$ cat src/rtl/axi_remap_bridge.sv
// axi_remap_bridge
// Single-outstanding AXI write-channel bridge that remaps the write address
// through a small table of base/mask/offset windows. Addresses that match no
// enabled window are absorbed locally: the data beats are drained and a
// DECERR response is returned without touching the downstream port.

module axi_remap_bridge #(
    parameter int ADDR_W  = 32,
    parameter int DATA_W  = 64,
    parameter int ID_W    = 4,
    parameter int NUM_WIN = 4,
    localparam int CW     = $clog2(NUM_WIN) + 2
) (
    input  logic                clock,
    input  logic                reset,

    // upstream write address
    input  logic                io_in_awvalid,
    output logic                io_in_awready,
    input  logic [ADDR_W-1:0]   io_in_awaddr,
    input  logic [ID_W-1:0]     io_in_awid,
    input  logic [7:0]          io_in_awlen,
    input  logic [2:0]          io_in_awsize,
    input  logic [1:0]          io_in_awburst,

    // upstream write data
    input  logic                io_in_wvalid,
    output logic                io_in_wready,
    input  logic [DATA_W-1:0]   io_in_wdata,
    input  logic [DATA_W/8-1:0] io_in_wstrb,
    input  logic                io_in_wlast,

    // upstream write response
    output logic                io_in_bvalid,
    input  logic                io_in_bready,
    output logic [1:0]          io_in_bresp,
    output logic [ID_W-1:0]     io_in_bid,

    // downstream write address
    output logic                io_out_awvalid,
    input  logic                io_out_awready,
    output logic [ADDR_W-1:0]   io_out_awaddr,
    output logic [ID_W-1:0]     io_out_awid,
    output logic [7:0]          io_out_awlen,
    output logic [2:0]          io_out_awsize,
    output logic [1:0]          io_out_awburst,

    // downstream write data
    output logic                io_out_wvalid,
    input  logic                io_out_wready,
    output logic [DATA_W-1:0]   io_out_wdata,
    output logic [DATA_W/8-1:0] io_out_wstrb,
    output logic                io_out_wlast,

    // downstream write response
    input  logic                io_out_bvalid,
    output logic                io_out_bready,
    input  logic [1:0]          io_out_bresp,
    input  logic [ID_W-1:0]     io_out_bid,

    // window configuration
    input  logic                cfg_wen,
    input  logic [CW-1:0]       cfg_addr,
    input  logic [ADDR_W-1:0]   cfg_wdata,

    output logic [15:0]         err_count
);

    typedef enum logic [2:0] {
        IDLE,
        ADDR,
        DATA,
        RESP,
        ERR_DATA,
        ERR_RESP
    } state_t;

    // Saturating increment for the DECERR counter.
    function automatic logic [15:0] sat_inc(input logic [15:0] v);
        return (v == 16'hFFFF) ? v : v + 16'd1;
    endfunction

    // Window table
    logic [ADDR_W-1:0] win_base [NUM_WIN];
    logic [ADDR_W-1:0] win_mask [NUM_WIN];
    logic [ADDR_W-1:0] win_off  [NUM_WIN];
    logic              win_en   [NUM_WIN];

    // Lookup result for the address currently presented upstream
    logic              hit;
    logic [ADDR_W-1:0] xlat_addr;

    // Burst context captured at AW acceptance
    state_t            state_q;
    logic              awready_q;
    logic              out_awvalid_q;
    logic [ADDR_W-1:0] cap_addr;
    logic [ID_W-1:0]   cap_id;
    logic [7:0]        cap_len;
    logic [2:0]        cap_size;
    logic [1:0]        cap_burst;
    logic [15:0]       err_cnt_q;

    // The downstream B id is not forwarded; the captured id is returned instead.
    logic unused_out_bid;
    assign unused_out_bid = ^io_out_bid;

    // Register writes: word k of window i sits at 4*i + k.
    always_ff @(posedge clock) begin
        if (reset) begin
            for (int i = 0; i < NUM_WIN; i++) begin
                win_base[i] <= '0;
                win_mask[i] <= '0;
                win_off[i]  <= '0;
                win_en[i]   <= 1'b0;
            end
        end else if (cfg_wen) begin
            for (int i = 0; i < NUM_WIN; i++) begin
                if (int'(cfg_addr >> 2) == i) begin
                    unique case (cfg_addr[1:0])
                        2'd0: win_base[i] <= cfg_wdata;
                        2'd1: win_mask[i] <= cfg_wdata;
                        2'd2: win_off[i]  <= cfg_wdata;
                        default: win_en[i] <= cfg_wdata[0];
                    endcase
                end
            end
        end
    end

    // Window match; scanning from the top down lets the lowest hit index win.
    always_comb begin
        hit       = 1'b0;
        xlat_addr = io_in_awaddr;
        for (int i = NUM_WIN - 1; i >= 0; i--) begin
            if (win_en[i] && ((io_in_awaddr & win_mask[i]) == (win_base[i] & win_mask[i]))) begin
                hit       = 1'b1;
                xlat_addr = io_in_awaddr + win_off[i];
            end
        end
    end

    // Burst sequencing, context capture and DECERR counting.
    always_ff @(posedge clock) begin
        if (reset) begin
            state_q       <= IDLE;
            awready_q     <= 1'b1;
            out_awvalid_q <= 1'b0;
            cap_addr      <= '0;
            cap_id        <= '0;
            cap_len       <= '0;
            cap_size      <= '0;
            cap_burst     <= '0;
            err_cnt_q     <= '0;
        end else begin
            unique case (state_q)
                IDLE: begin
                    if (io_in_awvalid) begin
                        cap_addr  <= xlat_addr;
                        cap_id    <= io_in_awid;
                        cap_len   <= io_in_awlen;
                        cap_size  <= io_in_awsize;
                        cap_burst <= io_in_awburst;
                        awready_q <= 1'b0;
                        if (hit) begin
                            out_awvalid_q <= 1'b1;
                            state_q       <= ADDR;
                        end else begin
                            state_q       <= ERR_DATA;
                        end
                    end
                end
                ADDR: begin
                    if (io_out_awready) begin
                        out_awvalid_q <= 1'b0;
                        state_q       <= DATA;
                    end
                end
                DATA: begin
                    if (io_in_wvalid && io_out_wready && io_in_wlast) begin
                        state_q <= RESP;
                    end
                end
                RESP: begin
                    if (io_out_bvalid && io_in_bready) begin
                        awready_q <= 1'b1;
                        state_q   <= IDLE;
                    end
                end
                ERR_DATA: begin
                    if (io_in_wvalid && io_in_wlast) begin
                        state_q <= ERR_RESP;
                    end
                end
                ERR_RESP: begin
                    if (io_in_bready) begin
                        err_cnt_q <= sat_inc(err_cnt_q);
                        awready_q <= 1'b1;
                        state_q   <= IDLE;
                    end
                end
                default: begin
                    state_q <= IDLE;
                end
            endcase
        end
    end

    // W and B pass straight through while a mapped burst owns them; the error
    // path answers locally and keeps every downstream handshake quiet.
    always_comb begin
        io_in_wready  = 1'b0;
        io_out_wvalid = 1'b0;
        io_in_bvalid  = 1'b0;
        io_in_bresp   = 2'b00;
        io_out_bready = 1'b0;
        unique case (state_q)
            DATA: begin
                io_out_wvalid = io_in_wvalid;
                io_in_wready  = io_out_wready;
            end
            ERR_DATA: begin
                io_in_wready = 1'b1;
            end
            RESP: begin
                io_in_bvalid  = io_out_bvalid;
                io_in_bresp   = io_out_bresp;
                io_out_bready = io_in_bready;
            end
            ERR_RESP: begin
                io_in_bvalid = 1'b1;
                io_in_bresp  = 2'b11;
            end
            default: ;
        endcase
    end

    assign io_in_awready  = awready_q;
    assign io_in_bid      = cap_id;

    assign io_out_awvalid = out_awvalid_q;
    assign io_out_awaddr  = cap_addr;
    assign io_out_awid    = cap_id;
    assign io_out_awlen   = cap_len;
    assign io_out_awsize  = cap_size;
    assign io_out_awburst = cap_burst;

    assign io_out_wdata   = io_in_wdata;
    assign io_out_wstrb   = io_in_wstrb;
    assign io_out_wlast   = io_in_wlast;

    assign err_count      = err_cnt_q;

endmodule

$ cat config.mk
export PLATFORM = sky130hd
export DESIGN_NAME = axi_remap_bridge
export DESIGN_NICKNAME = d
export VERILOG_FILES = /design/src/rtl/axi_remap_bridge.sv
export SDC_FILE = /design/constraint.sdc
export NUM_CORES = 1
export LEC_CHECK = 0
export ABC_AREA = 1
export CAP_MARGIN = 10
export CORE_MARGIN = 1.5
export CORE_UTILIZATION = 50
export DETAILED_ROUTE_END_ITERATION = 10
export PLACE_DENSITY = 0.72
export SYNTH_ARGS = -nofsm -noshare
export SYNTH_HDL_FRONTEND = slang
export SYNTH_SLANG_ARGS = --single-unit
$ cat constraint.sdc
create_clock -name clock -period 5.9 [get_ports clock]
set_clock_uncertainty 0.15 [all_clocks]
set_input_delay 1.77 -clock clock [delete_from_list [all_inputs] [get_ports clock]]
set_output_delay 1.77 -clock clock [all_outputs]
set_load 0.1 [all_outputs]
==> flow_summary.ini, run 1 <==
[timing]
slew_violations = 0
fmax_ghz = 0.2031
setup_viol = 0
hold_viol = 0
finalCritPeriodShare_pct = 83.45
finalCriticalPeriod_ns = 4.924
setup_tns_ns = 0
holdWs_ns = 0.2984
worstMarginPinSlew_ns = 1.232
rsz0062_at_grt = no
slew_headroom_pct = 17.65

[finish]
antenna_cells = 0
fin_util_pct = 57.14
layout-drive-gt1-share_pct = 5.767
finalNetCount = 4128
synthToLayoutAreaGrowth_pct = 13.22

[route]
num_vias = 26370
dr.pass1.iters = 5
post_drt_wl_per_cell_microns = 22.87
wl_mm = 105.9
drtIter0Drc = 3202
vias_per_cell = 5.692
drc = 0
drt.antenna.violating_nets = 0

[placed_design]
hpwl_mm = 75.50
place_congestion = 0.9909
port_buffers = 174

[floorplanning]
die_w_microns = 243.9
pin_count = 323
die-area_sq_um = 59470
std_cell_rows = 88
start_util_pct = 50.47
fp.dieH_microns = 243.9
core-area_sq_um = 57480

[synthesis]
synthCells = 3721
synth_seq_cells = 458
async_reset_ff_share_pct = 0
yosysWarnings = 0
netlist.area_leader.share_pct = 40.17
synth_area_leader_cell = edfxtp_1
synthTopCellsByArea = edfxtp_1 40%, nand2_1 11%, nor2_1 9.1%
netlist_area_sq_um = 29010
syn-num-nets = 4023
ys_seq_area_share_pct = 45.00
ys_types = 55
synth_flop_cell = edfxtp_1
synth-edff-count = 388
syn_area_per_cell_sq_um = 7.795

[run_status]
outcome = finished, final reports clean

[global_route]
grt_pass1_vias = 24220
grt_overflow_total = 0
grt_usage_pct = 34.88
grt_max_degree = 58
grt_pass1_wl_mm = 152.2
antenna_found_initial = 0

[hold_path]
hold_class = reg2reg

[clock_network]
root_buffer = clkbuf_16
htreeDepth = 2
cts.sinks = 458
hold_buffers = 0
post_cts_buffers = 0
cts.path.max_buffers = 3
cts_buffers = 51
cts_resized = 0
cts_tree = done
insertion_delay_ns = 0.63
path_clk_slew_ns = 0.06

[worst_setup_path]
cp-start-kind = input pin
cp-end-kind = register
critPathKind = in2reg
worstPathMaxFanout = 9
worstPathRequired_ns = 6.28
worst-endpoint-arrival_ns = 5.30

[power_and_ir_drop]
leakage_uw = 0.01431
power_density_nw_per_um2 = 341.8
ir_drop_mv = 0.2857

[job]
maxCapViolations = 0
-- registers in the layout, summed over array words and instances (netlist names), 2 cells and up --
name / cells
io_in_bid: 4
io_out_awsize: 3
io_out_awaddr: 32
win_base: 128
win_en: 4
err_count: 16
io_out_awburst: 2
win_mask: 128
io_out_awlen: 8
win_off: 128
state_q: 3
-- logic make-up (layout without fill, tap and decap cells) --
kind of cell             Yosys count  in the layout  share of synthesized area (%)
AND/OR/NAND/NOR                 1938           1938                          27.71
buffers and inverters            567            713                          8.714
AO/OA/AOI/OAI                    538            538                          10.16
adder cells (fa/ha/maj)          129            129                          5.668
flip-flops                       458            458                          45.00
XOR/XNOR                          91             91                          2.748
-- cell usage after synthesis, types with 10 or more instances --
library cell    n
inv_1         351
edfxtp_1      388
or2_1          19
o21ai_1        23
dfxtp_1        70
o211ai_1       14
a21oi_2        10
inv_2          22
nor2_1        706
nand3_1       215
clkbuf_1       81
nor3_1         42
buf_4          84
ha_1          125
o21a_1         17
a21o_1         17
nand4_1        47
xor2_1         70
nand2_1       842
a21oi_1       260
nand3b_1       15
o21ai_0       162
o21bai_1       15
buf_2          18
xnor2_1        21
-- routing by layer --
layer	vias up	GRT usage (%)	wire length, microns
li1	12430	-	-
met1	12330	44.64	41300
met2	1336	56.94	48350
met3	273	5.166	9485
met4	0	18.86	6809
met5	-	0	0
-- path summary, 6_finish.rpt --
check / from / to / slack, ns / cells past startpoint
setup reg to reg: win_off[3][0] / io_out_awaddr[28] / 2.88 / 18
hold / removal: io_out_awvalid / io_out_awvalid / 0.30 / 2
setup / recovery: io_in_awaddr[13] / io_out_awaddr[30] / 0.98 / 18
hold reg to reg: io_out_awvalid / io_out_awvalid / 0.30 / 2
-- worst max-delay path, stage by stage --
cell and delay, ns:
clkdlybuf4s50_1 1.06, ha_1 0.72, nand2_1 0.12, nor2_1 0.20
nor3b_1 0.21, nand2_1 0.07, nand2_1 0.18, nand2_1 0.11
nand2_1 0.07, nand2_1 0.04, nand3_1 0.07, nand2_1 0.08
nand2_1 0.07, nand2_1 0.13, nand2_1 0.16, nand3_1 0.09
nand2_1 0.09, inv_1 0.03
-- where the power goes --
group	internal, uW	switching [uW]
clock network	1860	1390
registers	3850	180
logic	956	2980
-- placed cells by master, fill, tap and decap left out, types with 23 or more instances in the layout --
cell type / n
edfxtp_1: 388
xor2_1: 70
nor2_1: 706
ha_1: 125
o21ai_0: 156
inv_1: 350
clkbuf_16: 53
nand2_1: 842
dfxtp_1: 70
nand3_1: 215
o21ai_1: 23
a21oi_1: 260
buf_4: 75
clkdlybuf4s50_1: 167
inv_2: 23
nand4_1: 47
nor3_1: 42
-- through the flow --
step | total power [uW] | worst slack (ns) | area (sq um) | cells
final | 11220 | 0.9763 | 32840 | 4632
after floorplan | 7096 | 0.05242 | 29010 | 3721
after global routing | 11590 | 0.8700 | 32840 | 4632
after CTS | 11190 | 1.154 | 32840 | 4632
after global placement | 7947 | 0.5113 | 31160 | 4538
after detailed placement | 7978 | 0.5153 | 31160 | 4538
-- layout make-up --
type	instances	area, sq um
Clock inverter	24	265.3
Tap cell	765	957.2
Multi-Input combinational cell	2696	13470
Inverter	375	1409
Timing Repair Buffer	244	2275
Fill cell	5324	24640
Sequential cell	458	13050
Clock buffer	70	1410
No activity file was read; power rests on OpenSTA's default activity.
==> inputs of run 2 (changes only) <==
Settings changed: PLACE_DENSITY 0.72 to 0.75.
Clock period 5.9 ns to 4.2 ns, I/O delays scaled along.
==> run 2 against run 1 <==
  * Register-to-register slack got worse by 1.5 ns
  * Non-clock buffer count rose by 235
  * Sequential power rose by 41%
  * Worst hold slack barely moved
==> flow_summary.ini, run 2 (synthesis results as in run 1) <==
[run_status]
outcome = finished, final reports clean

[placed_design]
hpwl_mm = 79.70
port_buffers = 174
place_congestion = 1.038
place_inst = 4773
dp_slack_ns = -0.09824

[route]
vias_per_cell = 5.632
post_drt_wl_per_cell_microns = 22.35
drt.antenna.violating_nets = 0
drc = 0
dr.pass1.iters = 7
wl_mm = 108.7
num_vias = 27400
drtIter0Drc = 3450

[floorplanning]
fp.dieH_microns = 243.9
start_util_pct = 50.47
pin_count = 323
die_w_microns = 243.9
die-area_sq_um = 59470
core-area_sq_um = 57480
std_cell_rows = 88

[worst_setup_path]
worstPathMaxFanout = 7
cp-end-kind = register
cp-start-kind = input pin
worstPathRequired_ns = 4.59
worst-endpoint-arrival_ns = 4.17
critPathKind = in2reg
r2r_start = win_off[3][0]
r2r_cells = 18
rr_endpoint = io_out_awaddr[28]
r2r_slack_ns = 1.33

[global_route]
grt_busiest_layer = met2
grtUsageMet1_pct = 45.98
grt_usage_pct = 35.91
grt_overflow_total = 0
grtUsageMet2_pct = 55.88
grt_max_degree = 53
gr-usage-met3_pct = 6.664
grt_pass1_vias = 25220
grt_pass1_wl_mm = 156.9
antenna_found_initial = 1

[clock_network]
cts.sinks = 458
cts_buffers = 50
cts_resized = 0
hold_buffers = 0
cts_tree = done
htreeDepth = 2
post_cts_buffers = 0
cts.path.max_buffers = 3
path_clk_slew_ns = 0.06
root_buffer = clkbuf_16
insertion_delay_ns = 0.62

[timing]
slew_violations = 0
rsz0062_at_grt = no
setup_viol = 0
finalCriticalPeriod_ns = 3.779
fin_ws_ns = 0.4212
worstMarginPinSlew_ns = 1.131
slew_headroom_pct = 24.54
fmax_ghz = 0.2646
hold_viol = 0
finalCritPeriodShare_pct = 89.97

[job]
maxCapViolations = 0

[power_and_ir_drop]
p_int_uw = 9499
ir_drop_mv = 0.4365
power_density_nw_per_um2 = 456.1
clkPwrFrac_pct = 27.4
seqPwrFrac_pct = 35.6
p_sw_uw = 6477
swShare_pct = 40.54
total_power_uw = 15980
leakage_uw = 0.01565
pwr-share-comb_pct = 37.0

[hold_path]
hold_path_depth = 2
hold_start = io_out_awvalid
hold_class = reg2reg
hold_path_end = io_out_awvalid

[finish]
fillerInstances = 5160
ff_latch_area_sq_um = 13050
finalNonFillerCells = 4864
mostFrequentLayoutCells = 842 x nand2_1, 706 x nor2_1, 388 x edfxtp_1
finalNetCount = 4362
multi_input_area_sq_um = 13470
layout-drive-gt1-share_pct = 11.96
final_common_cell = nand2_1
synthToLayoutAreaGrowth_pct = 20.76
top_regs = win_base (128), win_mask (128), win_off (128)
==> run 2: layer usage <==
layer | vias to the layer above | share of wire, %
met5 | - | 0.010
met4 | 2 | 7.2
met3 | 317 | 10
met2 | 1482 | 45
met1 | 12670 | 38
li1 | 12930 | -
==> run 2: final cells by class <==
class / count / area share (%)
well taps: 765 / 2.733
diodes: 1 / 0.007144
multi-input cells: 2696 / 38.46
clock inverters: 23 / 0.6466
flip-flops and latches: 458 / 37.27
clock buffers: 67 / 3.879
inverters: 375 / 4.022
repair buffers: 479 / 12.99
==> run 2: how the worst max path moves through the flow <==
| stage | slack [ns] | endpoint | cells after the start | from |
|---|---|---|---|---|
| after detailed placement | -0.1 | io_out_awaddr[28] | 20 | io_in_awaddr[0] |
| after global placement | -0.08 | io_out_awaddr[28] | 20 | io_in_awaddr[0] |
| after CTS | 0.52 | io_out_wvalid | 4 | io_in_wvalid |
| after floorplan | -0.43 | win_base[0][0] | 4 | cfg_wen |
| after global routing | 0.33 | io_out_awaddr[15] | 18 | io_in_awaddr[0] |
| final | 0.42 | io_out_awaddr[22] | 19 | io_in_awaddr[0] |
==> run 2: critical path, cell delays in order <==
cell,delay [ns]
clkdlybuf4s50_1,0.45
buf_12,0.16
buf_4,0.17
inv_1,0.18
nand2_1,0.09
nand3_1,0.18
nand2_1,0.09
nor2_1,0.09
nand2_1,0.07
nor2_2,0.12
nand3_4,0.14
buf_4,0.18
a21oi_1,0.33
nand2_1,0.14
nand2_1,0.12
nand2_1,0.08
nand2_1,0.10
nand2_1,0.08
a21oi_2,0.14
==> run 2: power groups by stage <==
stage	sequential (uW)	clock [uW]	combinational, uW
2_1_floorplan	7420	0	2550
3_3_place_gp	5760	0	5780
3_5_place_dp	5770	0	5820
4_1_cts	5680	4400	5840
5_1_grt	5730	4560	6210
6_report	5690	4370	5920
==> run 2: metrics by stage <==
step | cell area [sq um] | TNS, ns | util [%] | hold WS, ns
after floorplan | 29010 | -82.87 | - | 0.3595
after global placement | 33440 | -0.4099 | 58.18 | 0.2873
after detailed placement | 33440 | -0.7034 | 58.18 | 0.2950
after CTS | 35020 | 0 | 60.94 | 0.3043
after global routing | 35020 | 0 | 60.94 | 0.3383
final | 35030 | 0 | 60.94 | 0.2989
